**config.mk**
```make
export PLATFORM = sky130hd
export DESIGN_NAME = axis_packetizer
export DESIGN_NICKNAME = d
export VERILOG_FILES = /design/src/rtl/axis_pkg.sv /design/src/rtl/axis_out_reg.sv /design/src/rtl/axis_packetizer.sv
export SDC_FILE = /design/constraint.sdc
export NUM_CORES = 1
export LEC_CHECK = 0
export BUFFER_PORTS_ARGS = -buffer_cell sky130_fd_sc_hd__buf_2
export CAP_MARGIN = 40
export CORE_ASPECT_RATIO = 1.75
export CORE_UTILIZATION = 58
export DETAILED_ROUTE_END_ITERATION = 6
export PLACE_DENSITY = 0.83
export RECOVER_POWER = 100
export SKIP_LAST_GASP = 1
export SYNTH_ARGS = -nofsm -noshare
export SYNTH_HDL_FRONTEND = slang
export SYNTH_HIERARCHICAL = 1
export SYNTH_SLANG_ARGS = --single-unit
```
**constraint.sdc**
```tcl
create_clock -name clock -period 6.3 [get_ports clock]
set_input_delay 0.945 -clock clock [delete_from_list [all_inputs] [get_ports clock]]
set_output_delay 0.945 -clock clock [all_outputs]
set_load 0.005 [all_outputs]
```
**src/rtl/axis_pkg.sv**
```systemverilog
// Shared types and helpers for the axis packetizer and related stream blocks.
`timescale 1ns/1ps
package axis_pkg;

  // Packetizer sequencing: header, then payload, then optional checksum trailer.
  typedef enum logic [1:0] {
    IDLE    = 2'd0,
    PAYLOAD = 2'd1,
    TRAILER = 2'd2
  } state_t;

  // Widest header the encoder produces; callers truncate to their word width.
  localparam int HDR_W = 32;

  // Packet length: everything available, capped at the maximum packet size.
  function automatic int min_len(input int avail, input int max_len);
    return (avail < max_len) ? avail : max_len;
  endfunction

  // Header word is the payload length, zero-extended.
  function automatic logic [HDR_W-1:0] hdr_encode(input int len);
    return HDR_W'(len);
  endfunction

endpackage

```
**src/rtl/axis_out_reg.sv**
```systemverilog
// Registered stream output stage: loads a new word whenever the slot is
// empty or being consumed, and holds data/last/valid stable under backpressure.
`timescale 1ns/1ps
module axis_out_reg #(
  parameter int DATA_WIDTH = 8
) (
  input  logic                  clock,
  input  logic                  reset,
  input  logic                  load,
  input  logic [DATA_WIDTH-1:0] ld_data,
  input  logic                  ld_last,
  input  logic                  oready,
  output logic [DATA_WIDTH-1:0] odata,
  output logic                  olast,
  output logic                  ovalid,
  output logic                  load_ok
);

  assign load_ok = !ovalid || oready;

  // Output slot: load on request, drop valid once consumed, otherwise hold.
  always_ff @(posedge clock) begin
    if (reset) begin
      odata  <= '0;
      olast  <= 1'b0;
      ovalid <= 1'b0;
    end else if (load) begin
      odata  <= ld_data;
      olast  <= ld_last;
      ovalid <= 1'b1;
    end else if (oready) begin
      ovalid <= 1'b0;
    end
  end

endmodule

```
**src/rtl/axis_packetizer.sv**
```systemverilog
// Drains an upstream FIFO into length-prefixed packets of up to MAX_LEN words.
// Full packets go out as soon as MAX_LEN words are available; a partial packet
// is flushed once data has waited TIMEOUT cycles.
// Build option: define AXIS_PACKETIZER_CHECKSUM_EN to append an XOR trailer
// word (header ^ payload) after each packet; olast then moves to the trailer.
`timescale 1ns/1ps
module axis_packetizer
  import axis_pkg::*;
#(
  parameter int DATA_WIDTH = 8,
  parameter int ADDR_WIDTH = 4,
  parameter int MAX_LEN    = 8,
  parameter int TIMEOUT    = 255
) (
  input  logic                  clock,
  input  logic                  reset,
  input  logic [ADDR_WIDTH-1:0] size,
  input  logic [DATA_WIDTH-1:0] idata,
  input  logic                  ivalid,
  output logic                  iready,
  output logic [DATA_WIDTH-1:0] odata,
  output logic                  ovalid,
  output logic                  olast,
  input  logic                  oready
);

  localparam int AW1 = ADDR_WIDTH + 1;
  localparam int TW  = $clog2(TIMEOUT + 1);
  localparam logic [AW1-1:0] MAX_LEN_V = AW1'(MAX_LEN);
  localparam logic [AW1-1:0] ONE_V     = AW1'(1);
  localparam logic [TW-1:0]  TIMEOUT_V = TW'(TIMEOUT);

  state_t                state;
  logic [TW-1:0]         timer;
  logic [AW1-1:0]        remaining;
  logic [AW1-1:0]        avail;
  logic [AW1-1:0]        len;
  logic [DATA_WIDTH-1:0] hdr;
  logic                  load_ok;
  logic                  start;
  logic                  take;
  logic                  load;
  logic [DATA_WIDTH-1:0] ld_data;
  logic                  ld_last;
`ifdef AXIS_PACKETIZER_CHECKSUM_EN
  logic [DATA_WIDTH-1:0] csum;
`endif

  // The FIFO output register holds one word beyond the reported occupancy.
  assign avail = {1'b0, size} + AW1'(ivalid);
  assign len   = AW1'(min_len(int'(avail), MAX_LEN));
  assign hdr   = DATA_WIDTH'(hdr_encode(int'(len)));

  assign start = (state == IDLE) && load_ok &&
                 ((avail >= MAX_LEN_V) || ((avail != '0) && (timer == TIMEOUT_V)));

  // Gated by reset so no upstream word is consumed while the packet is abandoned.
  assign iready = !reset && (state == PAYLOAD) && load_ok && (remaining != '0);
  assign take   = ivalid && iready;

  // Select what the output slot loads this cycle: header, payload or trailer.
  always_comb begin
    load    = 1'b0;
    ld_data = idata;
    ld_last = 1'b0;
    if (start) begin
      load    = 1'b1;
      ld_data = hdr;
    end else if (take) begin
      load    = 1'b1;
      ld_data = idata;
`ifdef AXIS_PACKETIZER_CHECKSUM_EN
      ld_last = 1'b0;
`else
      ld_last = (remaining == ONE_V);
`endif
    end
`ifdef AXIS_PACKETIZER_CHECKSUM_EN
    else if ((state == TRAILER) && load_ok) begin
      load    = 1'b1;
      ld_data = csum;
      ld_last = 1'b1;
    end
`endif
  end

  // Packet sequencer: idle timer, payload word count and checksum accumulator.
  always_ff @(posedge clock) begin
    if (reset) begin
      state     <= IDLE;
      timer     <= '0;
      remaining <= '0;
`ifdef AXIS_PACKETIZER_CHECKSUM_EN
      csum      <= '0;
`endif
    end else begin
      case (state)
        IDLE: begin
          if (start) begin
            state     <= PAYLOAD;
            remaining <= len;
            timer     <= '0;
`ifdef AXIS_PACKETIZER_CHECKSUM_EN
            csum      <= hdr;
`endif
          end else if (avail == '0) begin
            timer <= '0;
          end else if (timer != TIMEOUT_V) begin
            timer <= timer + 1'b1;
          end
        end
        PAYLOAD: begin
          if (take) begin
            remaining <= remaining - 1'b1;
`ifdef AXIS_PACKETIZER_CHECKSUM_EN
            csum      <= csum ^ idata;
            if (remaining == ONE_V) state <= TRAILER;
`else
            if (remaining == ONE_V) state <= IDLE;
`endif
          end
        end
        TRAILER: begin
          if (load_ok) state <= IDLE;
        end
        default: state <= IDLE;
      endcase
    end
  end

  axis_out_reg #(
    .DATA_WIDTH(DATA_WIDTH)
  ) u_out_reg (
    .clock   (clock),
    .reset   (reset),
    .load    (load),
    .ld_data (ld_data),
    .ld_last (ld_last),
    .oready  (oready),
    .odata   (odata),
    .olast   (olast),
    .ovalid  (ovalid),
    .load_ok (load_ok)
  );

endmodule

```
=== Word level (Yosys, flattened, before mapping) ===
Cells that the tools add are included.

* Bits in registers: 25
* Input bits: 16
* Output and inout bits: 11
* Logic and storage cells: 60

* Magnitude comparators: 2
* Add/sub/neg operators: 3
* Mux-type cells: 19
* Eq/ne operators: 9
* Reductions and logical operators: 21

{| class="wikitable"
|+ Operator list
! operator !! count
|-
| $mux W8 || 4
|-
| $mux W5 || 3
|-
| $pmux W5 S2 || 1
|-
| $reduce_bool A5 Y1 || 2
|-
| $add A8 B1 Y8 const B || 1
|-
| $eq A8 B8 Y1 const B || 1
|-
| $mux W2 || 4
|-
| $ne A8 B8 Y1 const B || 1
|-
| $logic_and A1 B1 Y1 || 7
|-
| $mux W1 || 6
|-
| $ne A2 B2 Y1 const B || 3
|-
| $pmux W2 S3 || 1
|-
| $add A4 B1 Y5 || 1
|-
| $eq A5 B1 Y1 const B || 1
|-
| $ge A5 B4 Y1 const B || 1
|-
| $logic_not A5 Y1 || 1
|-
| $lt A5 B4 Y1 const B || 1
|-
| $sub A5 B1 Y5 const B || 1
|-
| $reduce_and A4 Y1 || 1
|-
| $reduce_bool A2 Y1 || 2
|-
| $reduce_and A3 Y1 || 1
|-
| $reduce_bool A3 Y1 || 1
|-
| $eq A2 B1 Y1 const B || 1
|-
| $eq A2 B2 Y1 const B || 1
|-
| 5 further kinds || 7
|}

=== Logic depth before layout (Yosys ltp) ===
Gate-level depths: netlist of the first run.

* Depth in word-level cells: 8
* Gate-level depth with buffers: 11
* Mapped depth without buffers: 9

=== Hierarchy ===
The synthesis of the first run kept the hierarchy.

{| class="wikitable"
|+ Modules (own cells, without submodules)
! module !! area each (um^2) !! cells each !! times used !! seq. area each (um^2)
|-
| axis_packetizer || 1038.5 || 138 || 1 || 280.3
|-
| axis_out_reg || 355.3 || 33 || 1 || 200.2
|}

=== Worst setup path after synthesis of the first run ===
OpenSTA, ideal clock, no wires.

* Path type: input to register
* Start: in size[0]
* End: reg u_out_reg.odata[0]
* Setup slack: 3511 ps
* Arrival: 2671 ps
* Stages: 10
* Path buffers: 2
* Data required time: 6182 ps
* Library setup time: 118 ps
* Cells stage by stage: ha_1 -> ha_1 -> and2b_1 -> a31oi_1 -> o21ai_0 -> buf_2 -> clkbuf_1 -> o21ai_0 -> mux2i_1 -> nor2_1

* Word-level cells in the longest chain between the ends: 6
* Elaborated cells on any way between the ends: 10
* Those cells by class: 1 x add/sub; 2 x order compare; 3 x mux; 4 x reduce/logical

{| class="wikitable"
|+ RTL lines
! what !! line !! text
|-
| from (decl) || axis_packetizer.sv:17 || <nowiki>input logic [ADDR_WIDTH-1:0] size,</nowiki>
|-
| $add A4 B1 Y5 * || axis_packetizer.sv:50 || <nowiki>assign avail = {1'b0, size} + AW1'(ivalid);</nowiki>
|-
| parallel branches: the longest is 4 deep, another holds $ge A5 B4 Y1 || - ||
|-
| $mux W8 * || axis_packetizer.sv:66 || <nowiki>if (start) begin</nowiki>
|-
| net ld_data[0] || axis_packetizer.sv:43 || <nowiki>logic [DATA_WIDTH-1:0] ld_data;</nowiki>
|-
| to (signal assigned) || axis_out_reg.sv:28 || <nowiki>odata <= ld_data;</nowiki>
|-
| to (decl) || axis_out_reg.sv:13 || <nowiki>output logic [DATA_WIDTH-1:0] odata,</nowiki>
|}

Mark *: on every way through the listed nets, which the timed path passes.
A chain may end at the register's enable or synchronous reset.

=== Worst setup path in the final report of the first run ===
* Start: in ivalid
* End: reg timer[4]

* Word-level cells in the longest chain between the ends: 7
* Elaborated cells on any way between the ends: 11
* Those cells by class: 1 x add/sub; 1 x order compare; 2 x mux; 7 x reduce/logical

{| class="wikitable"
|+ RTL lines
! what !! line !! text
|-
| from (decl) || axis_packetizer.sv:19 || <nowiki>input logic ivalid,</nowiki>
|-
| $add A4 B1 Y5 * || axis_packetizer.sv:50 ||
|-
| parallel branches: the longest is 6 deep, another holds $ge A5 B4 Y1 || - ||
|-
| to (signal assigned) || axis_packetizer.sv:109 || <nowiki>timer <= timer + 1'b1;</nowiki>
|-
| to (decl) || axis_packetizer.sv:34 || <nowiki>logic [TW-1:0] timer;</nowiki>
|}

Every way passes the cells marked *.

==> results of run 1 <==
cell usage after synthesis, drive strengths merged, types with 2 or more instances:
cell / count / area [sq um]
o41ai: 3 / 26.3
a22oi: 4 / 30.0
nand2b: 6 / 37.5
a21oi: 5 / 25.0
nor2b: 2 / 12.5
and2: 5 / 31.3
inv: 9 / 33.8
nand3: 5 / 25.0
clkbuf: 4 / 16.3
mux2i: 9 / 90.1
ha: 6 / 75.1
nor2: 15 / 56.3
o21ai: 8 / 40.0
nand4: 3 / 18.8
dfxtp: 24 / 480
o211ai: 2 / 15.0
nor4: 2 / 12.5
a31oi: 4 / 25.0
a211oi: 3 / 22.5
or3: 3 / 18.8
or4: 2 / 15.0
nand2: 19 / 71.3
or4b: 2 / 20.0
buf: 5 / 30.0
o31ai: 2 / 15.0
nor3: 4 / 20.0
per-stage QoR:
stage	total power, mW	utilization, %
2_1_floorplan	0.228	-
4_1_cts	0.355	69.5
3_5_place_dp	0.250	67.1
3_3_place_gp	0.247	67.1
5_1_grt	0.368	69.2
6_report	0.353	69.2
routing by layer:
metal | routed length [um] | GRT usage, % | vias up
met1 | 1290 | 33.4 | 640
li1 | - | - | 669
met2 | 1820 | 50.6 | 59
met4 | 92 | 15.5 | 0
met3 | 141 | 2.67 | 10
met5 | 0 | 0 | -
worst max-delay path, cell delays in order:
cell and delay [ps]:
clkbuf_1 110, ha_1 250, ha_1 250, and2b_1 270, a31oi_1 160, o21ai_0 310, clkbuf_1 580, nand2_1 360
a221oi_1 380
cell families (layout without fill, tap and decap cells):
logic type / Yosys count / after routing
mux: 9 / 9
fa+ha+maj: 6 / 6
buf+inv: 18 / 41
xor+xnor: 2 / 2
simple gates: 71 / 71
compound gates: 41 / 41
flops: 24 / 24
worst max path at each step:
stage / start / to / slack, ps / cells past startpoint
2_1_floorplan: size[0] / u_out_reg/odata[0]$_SDFFE_PP0P_ / 3510 / 10
3_3_place_gp: size[0] / timer[4]$_SDFFE_PP0P_ / 3240 / 8
3_5_place_dp: size[0] / timer[4]$_SDFFE_PP0P_ / 3090 / 8
4_1_cts: ivalid / timer[4]$_SDFFE_PP0P_ / 3330 / 8
5_1_grt: ivalid / timer[4]$_SDFFE_PP0P_ / 2660 / 9
6_report: ivalid / timer[4]$_SDFFE_PP0P_ / 2850 / 9
area by class of cell:
type                            count  area, sq um  area share [%]
Sequential cell                    24          480            30.5
Multi-Input combinational cell    129          835            53.1
Clock buffer                        4         55.1            3.50
Tap cell                           25         31.3            1.99
Inverter                            9         33.8            2.15
Timing Repair Buffer               28          138            8.75
state kept, by name, indices dropped and copies added (netlist names):
name,count
timer,8
u_out_reg/odata,8
remaining,5
state,1
u_out_reg/olast,1
u_out_reg/ovalid,1
power by group through the flow:
stage | Sequential, mW | Combinational, mW | Clock [mW]
floorplan | 0.172 | 0.0558 | 0
global placement | 0.175 | 0.0712 | 0
detailed placement | 0.176 | 0.0742 | 0
CTS | 0.173 | 0.0754 | 0.107
global route | 0.175 | 0.0826 | 0.111
finish | 0.173 | 0.0750 | 0.105
==> impl_metrics.env, run 1 <==
export IMPL_run_status="complete, no violations"
export IMPL_cts_resized=0
export IMPL_slew_headroom_pct=53.2
export IMPL_period_minus_slack_ps=3450
export IMPL_nNetsFinal=217
export IMPL_finalSetupTns_ps=0
export IMPL_drtPass1Iterations=4
export IMPL_hold_end="u_out_reg/odata[3]$_SDFFE_PP0P_"
export IMPL_worstMarginPinSlew_ps=695
export IMPL_synthesis_area_sq_mm=0.00139
export IMPL_via_count=1378
export IMPL_core_area_sq_mm=0.00227
export IMPL_worstSetupEndpointType="register"
export IMPL_synth_avg_cell_area_sq_um=8.15
export IMPL_cts_buffers=3
export IMPL_area_growth_syn_to_layout_pct=12.8
export IMPL_path_class="in2reg"
export IMPL_critPathMaxFanout=19
export IMPL_switchingPower_mw=0.104
export IMPL_combPwrFrac_pct=21.2
export IMPL_grt_pass1_vias=1299
export IMPL_ant_nets=0
export IMPL_grt_use_total_pct=29.3
export IMPL_crit_arrival_ps=3630
export IMPL_clk_path_buf_depth=2
export IMPL_start_kind="input pin"
export IMPL_powerDensity_mw_per_mm2=225
export IMPL_cts_hold_buf=0
export IMPL_overflow=0
export IMPL_fmax_mhz=290
export IMPL_yosys_warnings=6
export IMPL_dieArea_sq_mm=0.00261
export IMPL_fin_crit_sh_pct=54.8
export IMPL_clock_sinks=24
export IMPL_max_cap_viol_count=0
export IMPL_synth_seq_area_share_pct=34.5
export IMPL_hold_viol=0
export IMPL_ys_ff_latch=24
export IMPL_synth_compound_area_share_pct=20.7
export IMPL_ios=27
export IMPL_synthFlopType="dfxtp_1"
export IMPL_synth_mux_area_share_pct=6.46
export IMPL_rsz0062_at_grt="no"
export IMPL_grt_start_max_net_pins=21
export IMPL_hp_class="reg2reg"
export IMPL_p_seq_share_pct=49.0
export IMPL_routed_via_density=6.29
export IMPL_fillers=182
export IMPL_reg2reg_slack_ps=3680
export IMPL_final_cell_mix="dfxtp_1 (24), buf_2 (23), nand2_1 (19), nor2_1 (15)"
export IMPL_synthCells=171
export IMPL_min_from="u_out_reg/odata[3]$_SDFFE_PP0P_"
export IMPL_swShare_pct=29.5
export IMPL_rows=23
export IMPL_synth_top_family_by_area="simple AND/OR/NAND/NOR gates"
export IMPL_clk_pin_slew_ps=80
export IMPL_routedWlPerCell_um=15.3
export IMPL_leakage_nw=0.633
export IMPL_final_common_cell="dfxtp_1"
export IMPL_die_x_um=39.1
export IMPL_synth_async_sr_flop_share_pct=0
export IMPL_skew_ps=4.05
export IMPL_r2r_cells=7
export IMPL_instances_no_fill=219
export IMPL_setup_viol=0
export IMPL_synth_edf_count=0
export IMPL_r2r_end="timer[4]$_SDFFE_PP0P_"
export IMPL_place_area_sq_mm=0.00153
export IMPL_slew_violations=0
export IMPL_die_h_um=66.9
export IMPL_setup_slack_ps=2850
export IMPL_synth_xor_area_share_pct=1.26
export IMPL_power_frac_clock_pct=29.8
export IMPL_dpl_worst_slack_ps=3090
export IMPL_ys_types=46
export IMPL_cts_max_level=1
export IMPL_critPathRequiredTime_ps=6470
export IMPL_hold_slack_ps=496
export IMPL_p_int_mw=0.249
export IMPL_synth_simple_area_share_pct=25.9
export IMPL_globalplace_congestion=0.896
export IMPL_cts_setup_buffers=0
export IMPL_diodes=0
export IMPL_drc_errors=0
export IMPL_root_buffer="clkbuf_8"
export IMPL_synthAdderAreaFrac_pct=5.39
export IMPL_clk_latency_ps=270
export IMPL_synth_fp_nets=193
export IMPL_dp_hpwl_um=2480
export IMPL_crit_reg2reg_launch="timer[0]$_SDFFE_PP0P_"
export IMPL_hold_depth=2
export IMPL_dr_first_iter_drc_count=36
export IMPL_drive_gt1_share_pct=16.0
export IMPL_cts_tree="built"
export IMPL_portBuffers=26
export IMPL_ir_worst_vdd_uv=222
export IMPL_antenna_found_initial=0
export IMPL_initial_core_util_pct=61.3
export IMPL_dp_cells=215
export IMPL_routed_wl_um=3340
export IMPL_fin_area_sq_mm=0.00157
export IMPL_grt_pass1_wl_um=5490
No activity file was read; power rests on OpenSTA's default activity.
==> inputs of run 2 (changes only) <==
--- a/config.mk
+++ b/config.mk
@@ -8,9 +8,9 @@
 export BUFFER_PORTS_ARGS = -buffer_cell sky130_fd_sc_hd__buf_2
 export CAP_MARGIN = 40
 export CORE_ASPECT_RATIO = 1.75
-export CORE_UTILIZATION = 58
+export CORE_UTILIZATION = 54
 export DETAILED_ROUTE_END_ITERATION = 6
-export PLACE_DENSITY = 0.83
+export PLACE_DENSITY = 0.78
 export RECOVER_POWER = 100
 export SKIP_LAST_GASP = 1
 export SYNTH_ARGS = -nofsm -noshare
==> constraint.sdc (replaced) <==
create_clock -name clock -period 3.2 [get_ports clock]
set_input_delay 0.48 -clock clock [delete_from_list [all_inputs] [get_ports clock]]
set_output_delay 0.48 -clock clock [all_outputs]
set_load 0.005 [all_outputs]
==> impl_metrics.env, run 2 (synthesized netlist as in run 1, its figures left out) <==
export IMPL_run_status="complete, no violations"
export IMPL_critPathMaxFanout=11
export IMPL_period_minus_slack_ps=2640
export IMPL_routed_via_density=6.10
export IMPL_reg_largest_list="timer (8), u_out_reg/odata (8), remaining (5)"
export IMPL_ios=27
export IMPL_grt_start_max_net_pins=20
export IMPL_dieArea_sq_mm=0.00280
export IMPL_core_area_sq_mm=0.00246
export IMPL_setup_slack_ps=556
export IMPL_grt_pass1_vias=1306
export IMPL_routedWlPerCell_um=15.1
export IMPL_hold_slack_ps=499
export IMPL_drive_gt1_share_pct=15.3
export IMPL_cts_setup_buffers=0
export IMPL_root_buffer="clkbuf_8"
export IMPL_hp_class="reg2reg"
export IMPL_final_common_cell="dfxtp_1"
export IMPL_via_count=1355
export IMPL_die_x_um=40.4
export IMPL_critPathRequiredTime_ps=3360
export IMPL_rows=24
export IMPL_ir_worst_vdd_uv=253
export IMPL_initial_core_util_pct=56.6
export IMPL_cts_max_level=1
export IMPL_hold_viol=0
export IMPL_clock_sinks=24
export IMPL_wl_met2_um=1850
export IMPL_met3_length_um=98
export IMPL_path_class="in2reg"
export IMPL_fillers=222
export IMPL_routed_top_layer="met4"
export IMPL_grt_use_total_pct=27.1
export IMPL_wl_met1_um=1330
export IMPL_die_h_um=69.2
export IMPL_fin_crit_sh_pct=82.6
export IMPL_ant_nets=0
export IMPL_start_kind="input pin"
export IMPL_drtPass1Iterations=4
export IMPL_max_cap_viol_count=0
export IMPL_clk_path_buf_depth=2
export IMPL_skew_ps=2.31
export IMPL_fmax_mhz=378
export IMPL_slew_violations=0
export IMPL_antenna_found_initial=0
export IMPL_diodes=0
export IMPL_drc_errors=0
export IMPL_worstSetupEndpointType="register"
export IMPL_cts_buffers=3
export IMPL_dpl_worst_slack_ps=462
export IMPL_clk_pin_slew_ps=90
export IMPL_area_growth_syn_to_layout_pct=14.7
export IMPL_cts_resized=0
export IMPL_power_mw=0.759
export IMPL_cts_hold_buf=0
export IMPL_clk_latency_ps=270
export IMPL_powerDensity_mw_per_mm2=475
export IMPL_rsz0062_at_grt="no"
export IMPL_dp_hpwl_um=2550
export IMPL_grt_pass1_wl_um=5590
export IMPL_cts_tree="built"
export IMPL_final_cell_mix="dfxtp_1 (24), buf_2 (21), nand2_1 (19), nor2_1 (15)"
export IMPL_finalSetupTns_ps=0
export IMPL_routed_wl_um=3350
export IMPL_globalplace_congestion=0.904
export IMPL_portBuffers=26
export IMPL_nNetsFinal=219
export IMPL_crit_arrival_ps=2810
export IMPL_dr_first_iter_drc_count=64
export IMPL_overflow=0
export IMPL_worstMarginPinSlew_ps=752
export IMPL_setup_viol=0
export IMPL_leakage_nw=0.639
export IMPL_slew_headroom_pct=49.3
[run 2: cell count changes in the layout (fill, tap and decap cells not counted), sizes merged]
cell	previous run	this run
clkbuf	8	10
bufinv	0	1
buf	24	23
[run 2: layer usage]
metal	track usage (%)	vias up
met5	0	-
met2	47.3	39
li1	-	679
met1	30.8	630
met3	2.56	7
met4	10.7	0
[run 2: worst paths after layout]
kind,cells past startpoint,to,slack (ps),startpoint
setup / recovery,9,u_out_reg/odata[4]$_SDFFE_PP0P_,560,size[0]
hold / removal,2,u_out_reg/odata[3]$_SDFFE_PP0P_,500,u_out_reg/odata[3]$_SDFFE_PP0P_
setup reg to reg,7,u_out_reg/odata[4]$_SDFFE_PP0P_,710,remaining[0]$_SDFFE_PP0P_
hold reg to reg,2,u_out_reg/odata[3]$_SDFFE_PP0P_,500,u_out_reg/odata[3]$_SDFFE_PP0P_
[run 2: cell type report]
class | instances | area (sq um) | share of cell area (%)
Inverter | 9 | 33.8 | 2.11
Sequential cell | 24 | 480 | 30.0
Timing Repair Buffer | 30 | 146 | 9.15
Multi-Input combinational cell | 129 | 835 | 52.2
Clock buffer | 3 | 41.3 | 2.58
Tap cell | 26 | 32.5 | 2.03
Clock inverter | 1 | 30.0 | 1.88
[run 2: per-stage QoR]
| step | std cells | area (sq um) | util [%] |
|---|---|---|---|
| after floorplan | 171 | 1390 | - |
| after global placement | 218 | 1540 | 62.6 |
| after detailed placement | 218 | 1540 | 62.6 |
| after CTS | 222 | 1610 | 65.5 |
| after global routing | 222 | 1600 | 64.9 |
| final | 222 | 1600 | 64.9 |
[run 2: power by group]
group / leakage, nW / internal, mW / switching [mW]
Combinational: 0.408 / 0.0653 / 0.0905
Sequential: 0.196 / 0.318 / 0.0159
Clock: 0.0357 / 0.167 / 0.102
[run 2: critical path: stages]
cell and delay, ps:
buf_2 100, ha_1 220, ha_1 250, and2b_1 280, a31oi_1 150, o21ai_0 480
nand2_1 470, mux2i_1 310, nor2_1 60
